===== config.mk =====
export PLATFORM = sky130hd
export DESIGN_NAME = decode_issue_ctrl_flat
export DESIGN_NICKNAME = d
export VERILOG_FILES = /design/src/rtl/decode_issue_ctrl_pkg.sv /design/src/rtl/decode_issue_ctrl_if.sv /design/src/rtl/decode_pair_fifo.sv /design/src/rtl/decode_issue_ctrl.sv /design/src/flat_wrapper.sv
export SDC_FILE = /design/constraint.sdc
export NUM_CORES = 1
export LEC_CHECK = 0
export CAP_MARGIN = 20
export CORE_ASPECT_RATIO = 1.4
export CORE_UTILIZATION = 45
export DETAILED_ROUTE_END_ITERATION = 10
export PLACE_DENSITY_LB_ADDON = 0.12
export SLEW_MARGIN = 20
export SYNTH_ARGS = -nofsm -noshare
export SYNTH_HDL_FRONTEND = slang
export SYNTH_SLANG_ARGS = --single-unit
export TNS_END_PERCENT = 10

===== constraint.sdc =====
create_clock -name clk -period 7 [get_ports clk]
set_clock_uncertainty 0.15 [all_clocks]
set_input_delay 1.75 -clock clk [delete_from_list [all_inputs] [get_ports clk]]
set_output_delay 1.75 -clock clk [all_outputs]
set_load 0.02 [all_outputs]

===== src/rtl/decode_issue_ctrl_pkg.sv =====
// Shared types and constants for the fetch -> dual-issue decode sequencing path.
// Includes the RAW hazard test applied to the head instruction pair.
package decode_issue_ctrl_pkg;

    localparam int DIC_XLEN = 32;

    localparam logic [6:0] OPC_STORE  = 7'b0100011;
    localparam logic [6:0] OPC_BRANCH = 7'b1100011;

    localparam int OPC_LSB = 0;
    localparam int OPC_W   = 7;
    localparam int RD_LSB  = 7;
    localparam int RS1_LSB = 15;
    localparam int RS2_LSB = 20;
    localparam int REG_W   = 5;

    localparam logic [0:0] ST_PAIR    = 1'b0;
    localparam logic [0:0] ST_SPLIT_B = 1'b1;

    typedef struct packed {
        logic [DIC_XLEN-1:0] instA;
        logic [DIC_XLEN-1:0] pcA;
        logic [DIC_XLEN-1:0] instB;
        logic [DIC_XLEN-1:0] pcB;
        logic                validB;
    } dic_entry_t;

    // rs fields are compared whatever B's format; a false hazard only costs a cycle
    function automatic logic raw_hazard(input logic [31:0] inst_a,
                                        input logic [31:0] inst_b,
                                        input logic        valid_b);
        logic [REG_W-1:0] rd;
        logic [OPC_W-1:0] opc;
        logic             writes;
        rd     = inst_a[RD_LSB +: REG_W];
        opc    = inst_a[OPC_LSB +: OPC_W];
        writes = (opc != OPC_STORE) && (opc != OPC_BRANCH);
        return valid_b && writes && (rd != '0) &&
               ((inst_b[RS1_LSB +: REG_W] == rd) || (inst_b[RS2_LSB +: REG_W] == rd));
    endfunction

endpackage


===== src/rtl/decode_issue_ctrl_if.sv =====
// Fetch-side and issue-side handshake bundle of decode_issue_ctrl.
// slave = the controller, master = fetch/dispatch environment.
interface decode_issue_ctrl_if #(
    parameter int XLEN = 32
);
    logic            fetch_valid;
    logic            fetch_ready;
    logic [XLEN-1:0] fetch_instA;
    logic [XLEN-1:0] fetch_instB;
    logic [XLEN-1:0] fetch_pcA;
    logic [XLEN-1:0] fetch_pcB;
    logic            fetch_validB;

    logic            issue_valid;
    logic            issue_ready;
    logic [XLEN-1:0] issue_instA;
    logic [XLEN-1:0] issue_instB;
    logic [XLEN-1:0] issue_pcA;
    logic [XLEN-1:0] issue_pcB;
    logic            issue_validB;
    logic            split_active;

    modport master (
        output fetch_valid, fetch_instA, fetch_instB, fetch_pcA, fetch_pcB, fetch_validB,
        output issue_ready,
        input  fetch_ready,
        input  issue_valid, issue_instA, issue_instB, issue_pcA, issue_pcB, issue_validB,
        input  split_active
    );

    modport slave (
        input  fetch_valid, fetch_instA, fetch_instB, fetch_pcA, fetch_pcB, fetch_validB,
        input  issue_ready,
        output fetch_ready,
        output issue_valid, issue_instA, issue_instB, issue_pcA, issue_pcB, issue_validB,
        output split_active
    );
endinterface


===== src/rtl/decode_pair_fifo.sv =====
// Instruction-pair queue: storage, pointers and occupancy count with a head read port.
// Pointers wrap naturally, so DEPTH must be a power of two.
module decode_pair_fifo #(
    parameter int DEPTH = 4,
    parameter int WIDTH = 129
) (
    input  logic                     clk,
    input  logic                     rst_n,
    input  logic                     i_clear,
    input  logic                     i_push,
    input  logic [WIDTH-1:0]         i_push_data,
    input  logic                     i_pop,
    output logic [WIDTH-1:0]         o_head,
    output logic [$clog2(DEPTH):0]   o_count
);
    localparam int PTR_W = $clog2(DEPTH);
    localparam logic [PTR_W-1:0] PTR_ONE = 1;
    localparam logic [PTR_W:0]   CNT_ONE = 1;

    logic [WIDTH-1:0] r_mem [DEPTH];
    logic [PTR_W-1:0] r_wr_ptr;
    logic [PTR_W-1:0] r_rd_ptr;
    logic [PTR_W:0]   r_count;
    logic             w_wr_en;
    logic             w_rd_en;

    assign w_wr_en = i_push && !i_clear;
    assign w_rd_en = i_pop && !i_clear;

    always_ff @(posedge clk) begin
        if (!rst_n || i_clear) begin
            r_wr_ptr <= '0;
            r_rd_ptr <= '0;
            r_count  <= '0;
        end else begin
            if (w_wr_en) r_wr_ptr <= r_wr_ptr + PTR_ONE;
            if (w_rd_en) r_rd_ptr <= r_rd_ptr + PTR_ONE;
            case ({w_wr_en, w_rd_en})
                2'b10:   r_count <= r_count + CNT_ONE;
                2'b01:   r_count <= r_count - CNT_ONE;
                default: r_count <= r_count;
            endcase
        end
    end

    always_ff @(posedge clk) begin
        if (w_wr_en) r_mem[r_wr_ptr] <= i_push_data;
    end

    assign o_head  = r_mem[r_rd_ptr];
    assign o_count = r_count;

endmodule


===== src/rtl/decode_issue_ctrl.sv =====
// Presents queued instruction pairs to the dual-issue decoder, splitting a pair into
// two single-slot issues when B reads A's destination; flush discards everything.
module decode_issue_ctrl
    import decode_issue_ctrl_pkg::*;
#(
    parameter int DEPTH = 4,
    parameter int XLEN  = 32
) (
    input  logic                 clk,
    input  logic                 rst_n,
    input  logic                 flush,
    decode_issue_ctrl_if.slave   bus
);
    localparam int ENTRY_W = 4 * XLEN + 1;
    localparam int CNT_W   = $clog2(DEPTH) + 1;
    localparam logic [CNT_W-1:0] CNT_FULL = CNT_W'(DEPTH);

    logic [0:0]         r_state;
    logic [CNT_W-1:0]   w_count;
    logic [ENTRY_W-1:0] w_push_data;
    logic [ENTRY_W-1:0] w_head;
    logic [XLEN-1:0]    w_head_instA;
    logic [XLEN-1:0]    w_head_pcA;
    logic [XLEN-1:0]    w_head_instB;
    logic [XLEN-1:0]    w_head_pcB;
    logic               w_head_validB;
    logic               w_nonempty;
    logic               w_push;
    logic               w_pop;
    logic               w_fire;
    logic               w_hazard;
    logic               w_issue_valid;

    // Entry layout {instA, pcA, instB, pcB, validB}, MSB first
    assign w_push_data = {bus.fetch_instA, bus.fetch_pcA, bus.fetch_instB,
                          bus.fetch_pcB, bus.fetch_validB};

    assign w_head_validB = w_head[0];
    assign w_head_pcB    = w_head[1 +: XLEN];
    assign w_head_instB  = w_head[XLEN + 1 +: XLEN];
    assign w_head_pcA    = w_head[2 * XLEN + 1 +: XLEN];
    assign w_head_instA  = w_head[3 * XLEN + 1 +: XLEN];

    assign w_nonempty      = (w_count != '0);
    assign bus.fetch_ready = (w_count != CNT_FULL);
    assign w_push          = bus.fetch_valid && bus.fetch_ready && !flush;

    assign w_hazard = raw_hazard(w_head_instA[31:0], w_head_instB[31:0], w_head_validB);

    assign w_issue_valid = (r_state == ST_SPLIT_B) || w_nonempty;
    assign w_fire        = w_issue_valid && bus.issue_ready;
    // The first half of a split pair leaves the entry at the head for the B issue
    assign w_pop         = w_fire && ((r_state == ST_SPLIT_B) || !w_hazard);

    decode_pair_fifo #(
        .DEPTH (DEPTH),
        .WIDTH (ENTRY_W)
    ) u_fifo (
        .clk         (clk),
        .rst_n       (rst_n),
        .i_clear     (flush),
        .i_push      (w_push),
        .i_push_data (w_push_data),
        .i_pop       (w_pop),
        .o_head      (w_head),
        .o_count     (w_count)
    );

    always_ff @(posedge clk) begin
        if (!rst_n || flush) begin
            r_state <= ST_PAIR;
        end else if (w_fire) begin
            case (r_state)
                ST_PAIR:    r_state <= w_hazard ? ST_SPLIT_B : ST_PAIR;
                ST_SPLIT_B: r_state <= ST_PAIR;
                default:    r_state <= ST_PAIR;
            endcase
        end
    end

    always_comb begin
        bus.issue_instA  = '0;
        bus.issue_pcA    = '0;
        bus.issue_instB  = '0;
        bus.issue_pcB    = '0;
        bus.issue_validB = 1'b0;
        if (r_state == ST_SPLIT_B) begin
            bus.issue_instA = w_head_instB;
            bus.issue_pcA   = w_head_pcB;
        end else if (w_nonempty) begin
            bus.issue_instA = w_head_instA;
            bus.issue_pcA   = w_head_pcA;
            if (!w_hazard && w_head_validB) begin
                bus.issue_validB = 1'b1;
                bus.issue_instB  = w_head_instB;
                bus.issue_pcB    = w_head_pcB;
            end
        end
    end

    assign bus.issue_valid  = w_issue_valid;
    assign bus.split_active = (r_state == ST_SPLIT_B);

endmodule


===== src/flat_wrapper.sv =====
// flat-port wrapper written by rule: the top's interface ports become plain ports
module decode_issue_ctrl_flat import decode_issue_ctrl_pkg::*;
#(
    parameter int DEPTH = 4,
    parameter int XLEN  = 32
)
  (clk, rst_n, flush, bus_fetch_valid, bus_fetch_instA, bus_fetch_instB, bus_fetch_pcA, bus_fetch_pcB, bus_fetch_validB, bus_issue_ready, bus_fetch_ready, bus_issue_valid, bus_issue_instA, bus_issue_instB, bus_issue_pcA, bus_issue_pcB, bus_issue_validB, bus_split_active);
  decode_issue_ctrl_if #(.XLEN(XLEN)) bus_i ();
  input  logic clk;
  input  logic rst_n;
  input  logic flush;
  input wire logic [$bits(bus_i.fetch_valid)-1:0] bus_fetch_valid;
  input wire logic [$bits(bus_i.fetch_instA)-1:0] bus_fetch_instA;
  input wire logic [$bits(bus_i.fetch_instB)-1:0] bus_fetch_instB;
  input wire logic [$bits(bus_i.fetch_pcA)-1:0] bus_fetch_pcA;
  input wire logic [$bits(bus_i.fetch_pcB)-1:0] bus_fetch_pcB;
  input wire logic [$bits(bus_i.fetch_validB)-1:0] bus_fetch_validB;
  input wire logic [$bits(bus_i.issue_ready)-1:0] bus_issue_ready;
  output wire logic [$bits(bus_i.fetch_ready)-1:0] bus_fetch_ready;
  output wire logic [$bits(bus_i.issue_valid)-1:0] bus_issue_valid;
  output wire logic [$bits(bus_i.issue_instA)-1:0] bus_issue_instA;
  output wire logic [$bits(bus_i.issue_instB)-1:0] bus_issue_instB;
  output wire logic [$bits(bus_i.issue_pcA)-1:0] bus_issue_pcA;
  output wire logic [$bits(bus_i.issue_pcB)-1:0] bus_issue_pcB;
  output wire logic [$bits(bus_i.issue_validB)-1:0] bus_issue_validB;
  output wire logic [$bits(bus_i.split_active)-1:0] bus_split_active;
  assign bus_i.fetch_valid = bus_fetch_valid;
  assign bus_i.fetch_instA = bus_fetch_instA;
  assign bus_i.fetch_instB = bus_fetch_instB;
  assign bus_i.fetch_pcA = bus_fetch_pcA;
  assign bus_i.fetch_pcB = bus_fetch_pcB;
  assign bus_i.fetch_validB = bus_fetch_validB;
  assign bus_i.issue_ready = bus_issue_ready;
  assign bus_fetch_ready = bus_i.fetch_ready;
  assign bus_issue_valid = bus_i.issue_valid;
  assign bus_issue_instA = bus_i.issue_instA;
  assign bus_issue_instB = bus_i.issue_instB;
  assign bus_issue_pcA = bus_i.issue_pcA;
  assign bus_issue_pcB = bus_i.issue_pcB;
  assign bus_issue_validB = bus_i.issue_validB;
  assign bus_split_active = bus_i.split_active;
  decode_issue_ctrl #(.DEPTH(DEPTH), .XLEN(XLEN)) u_core (.clk(clk), .rst_n(rst_n), .flush(flush), .bus(bus_i));
endmodule

==> reports/qor.txt, run 1 <==
Netlist cell types = 41
width of the chip = 183.1 µm
Adder-Cell Fraction of Synth Area = 0.003998
reg2reg path depth = 12
clock latency on the worst-skew pair = 0.56 ns
Synth Area per Inst = 21.95 µm²
Hold Buf Count CTS = 0
top cells by count, synth = edfxtp_1, mux4_2, a22o_1, clkbuf_1, nor2b_4
vias per inst = 5.411
Simple-Gate Fraction of Synth Area = 0.04143
RD Place Congestion = 0.7594
Die Height = 255.5 µm
top cell type's share of synthesized area = 0.7501
# Max-Cap Violations = 0
R2R setup slack = 2.78 ns
slew margin rel. = 0.3318
Min-Delay Path Depth = 2
Max Fclk = 160.9 MHz
CTS tree = done
main flop type after synthesis = edfxtp_1
initial DRC count = 583
RSZ-0062 raised after global routing = false
antenna violations before repair = 8
post-detail-place hpwl = 27290 µm
number of gates resized after CTS = 0
vias = 10170
Tot GR Track Use = 0.1936
largest family of logic cells by synthesized area = multiplexers
startpoint types = flip-flop
most numerous cell in the Yosys netlist = edfxtp_1
status = completed
worst hold path endpoint = u_core.u_fifo.r_wr_ptr[1]$_SDFFE_PP0P_
TritonCTS Sinks = 526
hold slack = 0.3640 ns
#FFs+latches synth = 526
number of buffers added by the clock tree synthesis step = 51
WL/cell = 23.78 µm
Core Region = 45120 µm²
multiplexer area fraction after synthesis = 0.1412
final hold violations = 0
Seq/Total Area, Yosys = 0.7598
maximum net fanout on the critical path = 28
share of total power in the clock network = 0.413
worst min-delay path class = reg -> reg
NetSw = 1.289 mW
largest cells by area after synthesis = edfxtp_1, mux4_2, a22o_1, nor2b_4, dfxtp_1
Worst-Margin Slew = 1.002 ns
Initial Util = 0.4578
setup TNS = 0 ns
postcts setup bufs = 0
drt total wl = 44700 µm
Post-Synth XOR/XNOR Area = 0.005512
Power Total = 6.571 mW
Post-route DRC = 0
I/O Pins = 266
Crit. End Element = output port
switching part of the total = 0.1961
Post-synth ARST share = 0
Final Setup Violations = 0
NumNets Final = 1366
number of synthesized flops with an enable pin = 516
PortBufs = 265
Sequential Power Share = 0.537
Root Driver = clkbuf_16
hold path startpoint = u_core.u_fifo.r_wr_ptr[1]$_SDFFE_PP0P_
Combinational Power Share = 0.051
Arr. time, crit path = 4.31 ns
Slew Limit Fails = 0
FP Rows = 92
# H-tree levels = 2
cell count after synthesis = 941
Layout Utilization = 0.5690
reg2reg end = u_core.u_fifo.o_count[2]$_SDFFE_PP0P_
largest net degree at the start of global routing = 130
die footprint = 46780 µm²
area grow syn2layout = 24.30%
first-pass GRT wire length = 66590 µm
Detail Route Antenna Nets = 0
Mapped Area = 20660 µm²
Synth warnings = 0
power per cell area = 255.9 nW/µm²
CTS Buffer Depth = 3
number of global-route vias before repair = 10640
Worst Path Class, Setup = reg -> out
Crit path required time = 5.10 ns
largest area contributor in the netlist = edfxtp_1
Worst VDD drop = 0.2061 mV
Pint = 5.282 mW
GRT Residual Overflow = 0
fraction of layout cells with a size suffix above 1 = 0.2092
Tmin final = 6.213 ns
compound-cell area share of the yosys netlist = 0.03004
Reg clk slew, reported paths = 0.06 ns
final cycle utilization of the critical path = 0.8876
Mapped Nets = 1081
Detailed Routing Iterations Pass 1 = 5
leak pwr = 8.029 nW
-- stage by stage --
step / std cells / area, µm² / setup WS [ns]
after floorplan: 941 / 20660 / 1.332
after global placement: 1784 / 24000 / 1.249
after detailed placement: 1784 / 24000 / 1.242
after CTS: 1878 / 25670 / 0.6331
after global routing: 1880 / 25680 / 0.4970
final: 1880 / 25680 / 0.7866
-- cells in the final DEF, fill, tap and decap left out, types with 13 or more instances in the layout --
| cell | netlist | final |
|---|---|---|
| nor2b_2 | 18 | 18 |
| inv_1 | 20 | 20 |
| clkinv_1 | 0 | 16 |
| nor2_1 | 19 | 18 |
| nor2b_4 | 22 | 22 |
| clkdlybuf4s50_1 | 0 | 265 |
| mux4_2 | 126 | 126 |
| edfxtp_1 | 516 | 516 |
| clkbuf_16 | 0 | 53 |
| a22o_1 | 54 | 54 |
| nor2b_1 | 13 | 13 |
| nand2_1 | 21 | 21 |
-- power by group through the flow --
stage                     Sequential (mW)  Clock [mW]  Combinational, mW
after global placement               3.59           0              0.335
after CTS                            3.53        2.78              0.340
after detailed placement             3.59           0              0.339
after floorplan                      3.60           0              0.151
after global routing                 3.53        2.89              0.358
final                                3.53        2.71              0.334
-- layer usage --
metal,wire length [µm],track usage,vias to the layer above
met5,76,0,-
met4,1176,0.06111,12
met3,2513,0.04254,79
met2,23260,0.3307,280
met1,17670,0.2458,5324
li1,-,-,4478
-- logic make-up (layout without fill, tap and decap cells) --
kind of cell,count (synthesis),after routing
other cells,0,2
simple gates,119,119
xor+xnor,13,13
buf+inv,70,396
fa+ha+maj,6,6
compound gates,78,78
mux,129,129
flops,526,526
-- flip-flops by register name (all words and copies together), names as in the netlist, named ones only --
name                     count
u_core.bus.split_active      1
u_core.u_fifo.o_count        3
u_core.u_fifo.r_mem        516
u_core.u_fifo.r_rd_ptr       2
u_core.u_fifo.r_wr_ptr       2
-- worst max path at each step --
stage	from	end	slack, ns
6_report	flip-flop	bus_issue_instB[26]	0.79
5_1_grt	flip-flop	bus_issue_instB[26]	0.50
4_1_cts	flip-flop	bus_issue_instB[26]	0.63
3_5_place_dp	flip-flop	bus_issue_instB[26]	1.24
3_3_place_gp	flip-flop	bus_issue_instB[26]	1.25
2_1_floorplan	bus_fetch_valid	u_core.u_fifo.r_mem[0][0]$_DFFE_PP_	1.33
-- final cells by class --
cell class | instances | area (µm²)
Fill cell | 3507 | 19450
Sequential cell | 526 | 15710
Multi-Input combinational cell | 345 | 4616
Timing Repair Buffer | 282 | 2843
Clock buffer | 62 | 1360
Tap cell | 611 | 764.5
Clock inverter | 32 | 307.8
Inverter | 20 | 75.07
Antenna cell | 2 | 5.005
-- critical path, cell delays in order, from the launching register on --
cell	delay, ns
dfxtp_4	0.62
buf_4	0.57
mux4_2	0.59
and4b_1	0.27
a21oi_2	0.10
a31o_4	0.40
buf_4	0.29
nor2b_1	0.18
clkdlybuf4s50_1	0.68
Note: power is estimated with default switching activity, not from simulation.
==> run 2: changes to the inputs <==
--- a/config.mk
+++ b/config.mk
@@ -6,7 +6,7 @@
 export NUM_CORES = 1
 export LEC_CHECK = 0
 export CAP_MARGIN = 20
-export CORE_ASPECT_RATIO = 1.4
+export CORE_ASPECT_RATIO = 0.6
 export CORE_UTILIZATION = 45
 export DETAILED_ROUTE_END_ITERATION = 10
 export PLACE_DENSITY_LB_ADDON = 0.12
==> reports/qor.txt, run 2 (synthesized netlist as in run 1, its figures left out) <==
NumNets Final = 1366 (unchanged)
gr busiest metal = met2
Worst-Margin Slew = 0.9969 ns (-0.005437 ns)
placed cell count = 1765 (-1.1%)
Hold Buf Count CTS = 0 (unchanged)
Layout Utilization = 0.5652 (-0.003822)
Die Height = 168.0 µm (-34%)
vias = 10180 (+0.020%)
postcts setup bufs = 0 (unchanged)
max reg flops = 516 (unchanged)
Biggest register = u_core.u_fifo.r_mem
drt total wl = 46030 µm (+3.0%)
startpoint types = flip-flop
M1 GR Usage = 0.2857 (+0.03988)
CTS tree = done
Detailed Routing Iterations Pass 1 = 5 (unchanged)
Slew Limit Fails = 0 (unchanged)
Max Fclk = 157.4 MHz (-2.2%)
hold path startpoint = u_core.u_fifo.r_wr_ptr[1]$_SDFFE_PP0P_
fillers = 3409 (-2.8%)
Reg clk slew, reported paths = 0.06 ns (about the same)
initial DRC count = 780 (+34%)
RSZ-0062 raised after global routing = false
largest net degree at the start of global routing = 77 (-41%)
Crit path required time = 5.10 ns (about the same)
PortBufs = 265 (unchanged)
post-detail-place hpwl = 28400 µm (+4.1%)
most frequent cells in the layout = edfxtp_1, clkdlybuf4s50_1, mux4_2
Worst Path Class, Setup = reg -> out
met2 usage = 0.3132 (-0.01745)
slew margin rel. = 0.3354 (+0.003625)
WL/cell = 24.81 µm (+4.4%)
final cycle utilization of the critical path = 0.9075 (+0.01990)
commonest non-fill, non-tap cell in the layout = edfxtp_1
Crit. End Element = output port
CTS Buffer Depth = 3 (unchanged)
maximum net fanout on the critical path = 30 (+7.1%)
Core Region = 45040 µm² (-0.18%)
number of buffers added by the clock tree synthesis step = 48 (-5.9%)
register area = 15700 µm² (about the same)
GRT Residual Overflow = 0 (unchanged)
area of the multi-input gates = 4616 µm² (unchanged)
Initial Util = 0.4586 (+0.0008139)
vias per inst = 5.485 (+1.4%)
setup TNS = 0 ns (unchanged)
Worst VDD drop = 0.2250 mV (+9.2%)
Final Setup Violations = 0 (unchanged)
area grow syn2layout = 23.25%
width of the chip = 278.6 µm (+52%)
first-pass GRT wire length = 68740 µm (+3.2%)
hold slack = 0.3670 ns (+0.003012 ns)
final hold violations = 0 (unchanged)
TritonCTS Sinks = 526 (unchanged)
power per cell area = 250.5 nW/µm² (-2.1%)
clock latency on the worst-skew pair = 0.56 ns (about the same)
Arr. time, crit path = 4.45 ns (+0.14 ns)
# H-tree levels = 2 (unchanged)
RD Place Congestion = 0.7539 (-0.72%)
Tmin final = 6.353 ns (+0.1393 ns)
# Max-Cap Violations = 0 (unchanged)
fin cells = 1855 (-1.3%)
die footprint = 46790 µm² (about the same)
FP Rows = 60 (-35%)
antenna violations before repair = 4 (-4)
Post-route DRC = 0 (unchanged)
leak pwr = 7.952 nW (-0.97%)
number of global-route vias before repair = 10570 (-0.70%)
Detail Route Antenna Nets = 0 (unchanged)
number of gates resized after CTS = 0 (unchanged)
I/O Pins = 266 (unchanged)
fraction of layout cells with a size suffix above 1 = 0.2106 (+0.001454)
status = completed
M3 GR Usage = 0.04094 (-0.001606)
Root Driver = clkbuf_16
worst min-delay path class = reg -> reg
Tot GR Track Use = 0.1982 (+0.004589)
## run 2: layout make-up
cell class | count | area share
well taps | 589 | 0.02895
diodes | 3 | 0.0002949
clock buffers | 59 | 0.04964
multi-input cells | 345 | 0.1813
inverters | 20 | 0.002949
repair buffers | 285 | 0.1116
clock inverters | 28 | 0.008502
flip-flops and latches | 526 | 0.6168
## run 2: worst paths after layout
check	to	cells after the start	slack (ns)
setup / recovery	bus_issue_pcB[1]	8	0.65
hold / removal	u_core.u_fifo.r_wr_ptr[1]$_SDFFE_PP0P_	2	0.37
setup reg to reg	u_core.u_fifo.o_count[2]$_SDFFE_PP0P_	12	2.68
hold reg to reg	u_core.u_fifo.r_wr_ptr[1]$_SDFFE_PP0P_	2	0.37
## run 2: per-stage QoR
stage	cell area [µm²]	power [mW]	worst slack [ns]
floorplan	20660	3.747	1.332
global placement	23970	3.930	1.205
detailed placement	23970	3.937	1.169
CTS	25450	6.442	0.5373
global route	25450	6.578	0.4090
finish	25460	6.377	0.6473
## run 2: metal layers
| metal | share of wire | vias up |
|---|---|---|
| met4 | 0.018 | 2 |
| met1 | 0.45 | 5373 |
| met3 | 0.053 | 66 |
| li1 | - | 4482 |
| met2 | 0.48 | 252 |
| met5 | 0.00028 | - |
## run 2: critical path: stages, from the launching register on
cell             delay, ns
dfxtp_4               0.74
mux4_1                0.74
xnor2_1               0.20
nand3_1               0.10
o22ai_2               0.32
a31o_4                0.51
buf_4                 0.55
nor2b_1               0.10
clkdlybuf4s50_1       0.56
## run 2: report_power, final
part | leakage, nW | switching [mW] | total, mW | internal (mW)
registers | 4.77 | 0.0127 | 3.53 | 3.51
logic | 2.45 | 0.172 | 0.340 | 0.168
clock network | 0.730 | 1.12 | 2.51 | 1.39
total | 7.95 | 1.30 | 6.38 | 5.07
==> run 3: changes to the inputs <==
--- a/config.mk
+++ b/config.mk
@@ -7,6 +7,7 @@
 export LEC_CHECK = 0
 export CAP_MARGIN = 20
 export CORE_ASPECT_RATIO = 0.6
+export CORE_MARGIN = 2
 export CORE_UTILIZATION = 45
 export DETAILED_ROUTE_END_ITERATION = 10
 export PLACE_DENSITY_LB_ADDON = 0.12
==> reports/qor.txt, run 3 (synthesized netlist as in run 1, its figures left out) <==
status = completed
largest net degree at the start of global routing = 130 (+69%)
setup TNS = 0 ns (unchanged)
fraction of layout cells with a size suffix above 1 = 0.2133 (+0.002713)
Final Cell Area = 25520 µm² (+0.23%)
commonest non-fill, non-tap cell in the layout = edfxtp_1
NetSw = 1.303 mW (about the same)
Tot GR Track Use = 0.1904 (-0.007731)
FP Rows = 60 (unchanged)
power per cell area = 252.7 nW/µm² (+0.87%)
Max Fclk = 157.6 MHz (+0.12%)
share of total power in the clock network = 0.401 (+0.007)
Layout Utilization = 0.5665 (+0.001278)
CTS tree = done
I/O Pins = 266 (unchanged)
width of the chip = 280.6 µm (+0.72%)
Detail Route Antenna Nets = 0 (unchanged)
area of placed instances = 23960 µm² (about the same)
Crit path required time = 5.10 ns (about the same)
startpoint types = flip-flop
slew margin rel. = 0.3390 (+0.003529)
final setup margin = 0.6550 ns (+0.007683 ns)
Post-route DRC = 0 (unchanged)
Combinational Power Share = 0.052 (about the same)
vias per inst = 5.355 (-2.4%)
Reg clk slew, reported paths = 0.07 ns (about the same)
drt total wl = 44880 µm (-2.5%)
Crit. End Element = output port
Tmin final = 6.345 ns (-0.007683 ns)
reg2reg path depth = 12 (unchanged)
# Max-Cap Violations = 0 (unchanged)
WL/cell = 24.21 µm (-2.4%)
hold slack = 0.3649 ns (-0.002070 ns)
number of global-route vias before repair = 10420 (-1.4%)
RD Place Congestion = 0.7814 (+3.6%)
# H-tree levels = 2 (unchanged)
switching part of the total = 0.2022 (-0.002182)
TritonCTS Sinks = 526 (unchanged)
Hold Buf Count CTS = 0 (unchanged)
RSZ-0062 raised after global routing = false
Arr. time, crit path = 4.45 ns (about the same)
Worst-Margin Slew = 0.9916 ns (-0.005294 ns)
worst min-delay path class = reg -> reg
Worst Path Class, Setup = reg -> out
Final Setup Violations = 0 (unchanged)
area grow syn2layout = 23.53%
antenna violations before repair = 4 (unchanged)
final cycle utilization of the critical path = 0.9064 (-0.001098)
number of gates resized after CTS = 0 (unchanged)
postcts setup bufs = 0 (unchanged)
Pint = 5.144 mW (+1.4%)
hold path startpoint = u_core.u_fifo.r_wr_ptr[1]$_SDFFE_PP0P_
max reg flops = 516 (unchanged)
final hold violations = 0 (unchanged)
pre-CTS setup slack = 1.185 ns (+0.01620 ns)
Core Region = 45040 µm² (unchanged)
clock latency on the worst-skew pair = 0.57 ns (about the same)
NumNets Final = 1363 (-0.22%)
vias = 9929 (-2.4%)
Slew Limit Fails = 0 (unchanged)
Min-Delay Path Depth = 2 (unchanged)
CTS Buffer Depth = 3 (unchanged)
number of buffers added by the clock tree synthesis step = 48 (unchanged)
Biggest register = u_core.u_fifo.r_mem
GRT Residual Overflow = 0 (unchanged)
leak pwr = 7.977 nW (+0.32%)
first-pass GRT wire length = 67190 µm (-2.2%)
Root Driver = clkbuf_16
Worst VDD drop = 0.1598 mV (-29%)
Detailed Routing Iterations Pass 1 = 5 (unchanged)
maximum net fanout on the critical path = 32 (+6.7%)
Initial Util = 0.4586 (unchanged)
die footprint = 47690 µm² (+1.9%)
PortBufs = 265 (unchanged)
Sequential Power Share = 0.547 (-0.006)
Die Height = 170.0 µm (+1.2%)
post-detail-place hpwl = 27100 µm (-4.6%)
most frequent cells in the layout = edfxtp_1, clkdlybuf4s50_1, mux4_2
initial DRC count = 742 (-4.9%)
## run 3: metal layers
layer,wire [µm],vias up,GRT usage
met4,574,2,0.03743
met2,21770,221,0.3065
li1,-,4477,-
met5,13,-,0
met3,2216,53,0.04023
met1,20310,5176,0.2724
## run 3: power groups by stage
stage	Combinational (mW)	Sequential (mW)	Clock [mW]
finish	0.337	3.52	2.59
global route	0.360	3.53	2.79
CTS	0.342	3.53	2.65
detailed placement	0.340	3.59	0
global placement	0.337	3.59	0
floorplan	0.151	3.60	0
## run 3: worst paths after layout
path                                                 end  slack (ns)
setup / recovery                        bus_issue_pcB[1]        0.65
hold / removal    u_core.u_fifo.r_wr_ptr[1]$_SDFFE_PP0P_        0.36
setup reg to reg   u_core.u_fifo.o_count[2]$_SDFFE_PP0P_        2.74
hold reg to reg   u_core.u_fifo.r_wr_ptr[1]$_SDFFE_PP0P_        0.36
## run 3: cell type report
class	instances	area, µm²
clock buffer	53	1241
multi-input combinational	345	4616
antenna	4	10.01
clock inverter	35	304.0
sequential	526	15700
fill	3377	19530
timing repair buffer	282	2830
inverter	20	75.07
tap	589	737.0
## run 3: through the flow
step           power, mW  std cells
2_1_floorplan      3.747        941
3_3_place_gp       3.928       1762
3_5_place_dp       3.933       1762
4_1_cts            6.522       1850
5_1_grt            6.678       1851
6_report           6.448       1854
## run 3: critical path, stage by stage, from the launching register on
cell	delay [ns]
dfxtp_4	0.77
mux4_1	0.75
xnor2_1	0.21
nand3_1	0.10
o22ai_2	0.29
a31o_4	0.49
buf_4	0.54
nor2b_1	0.10
clkdlybuf4s50_1	0.56
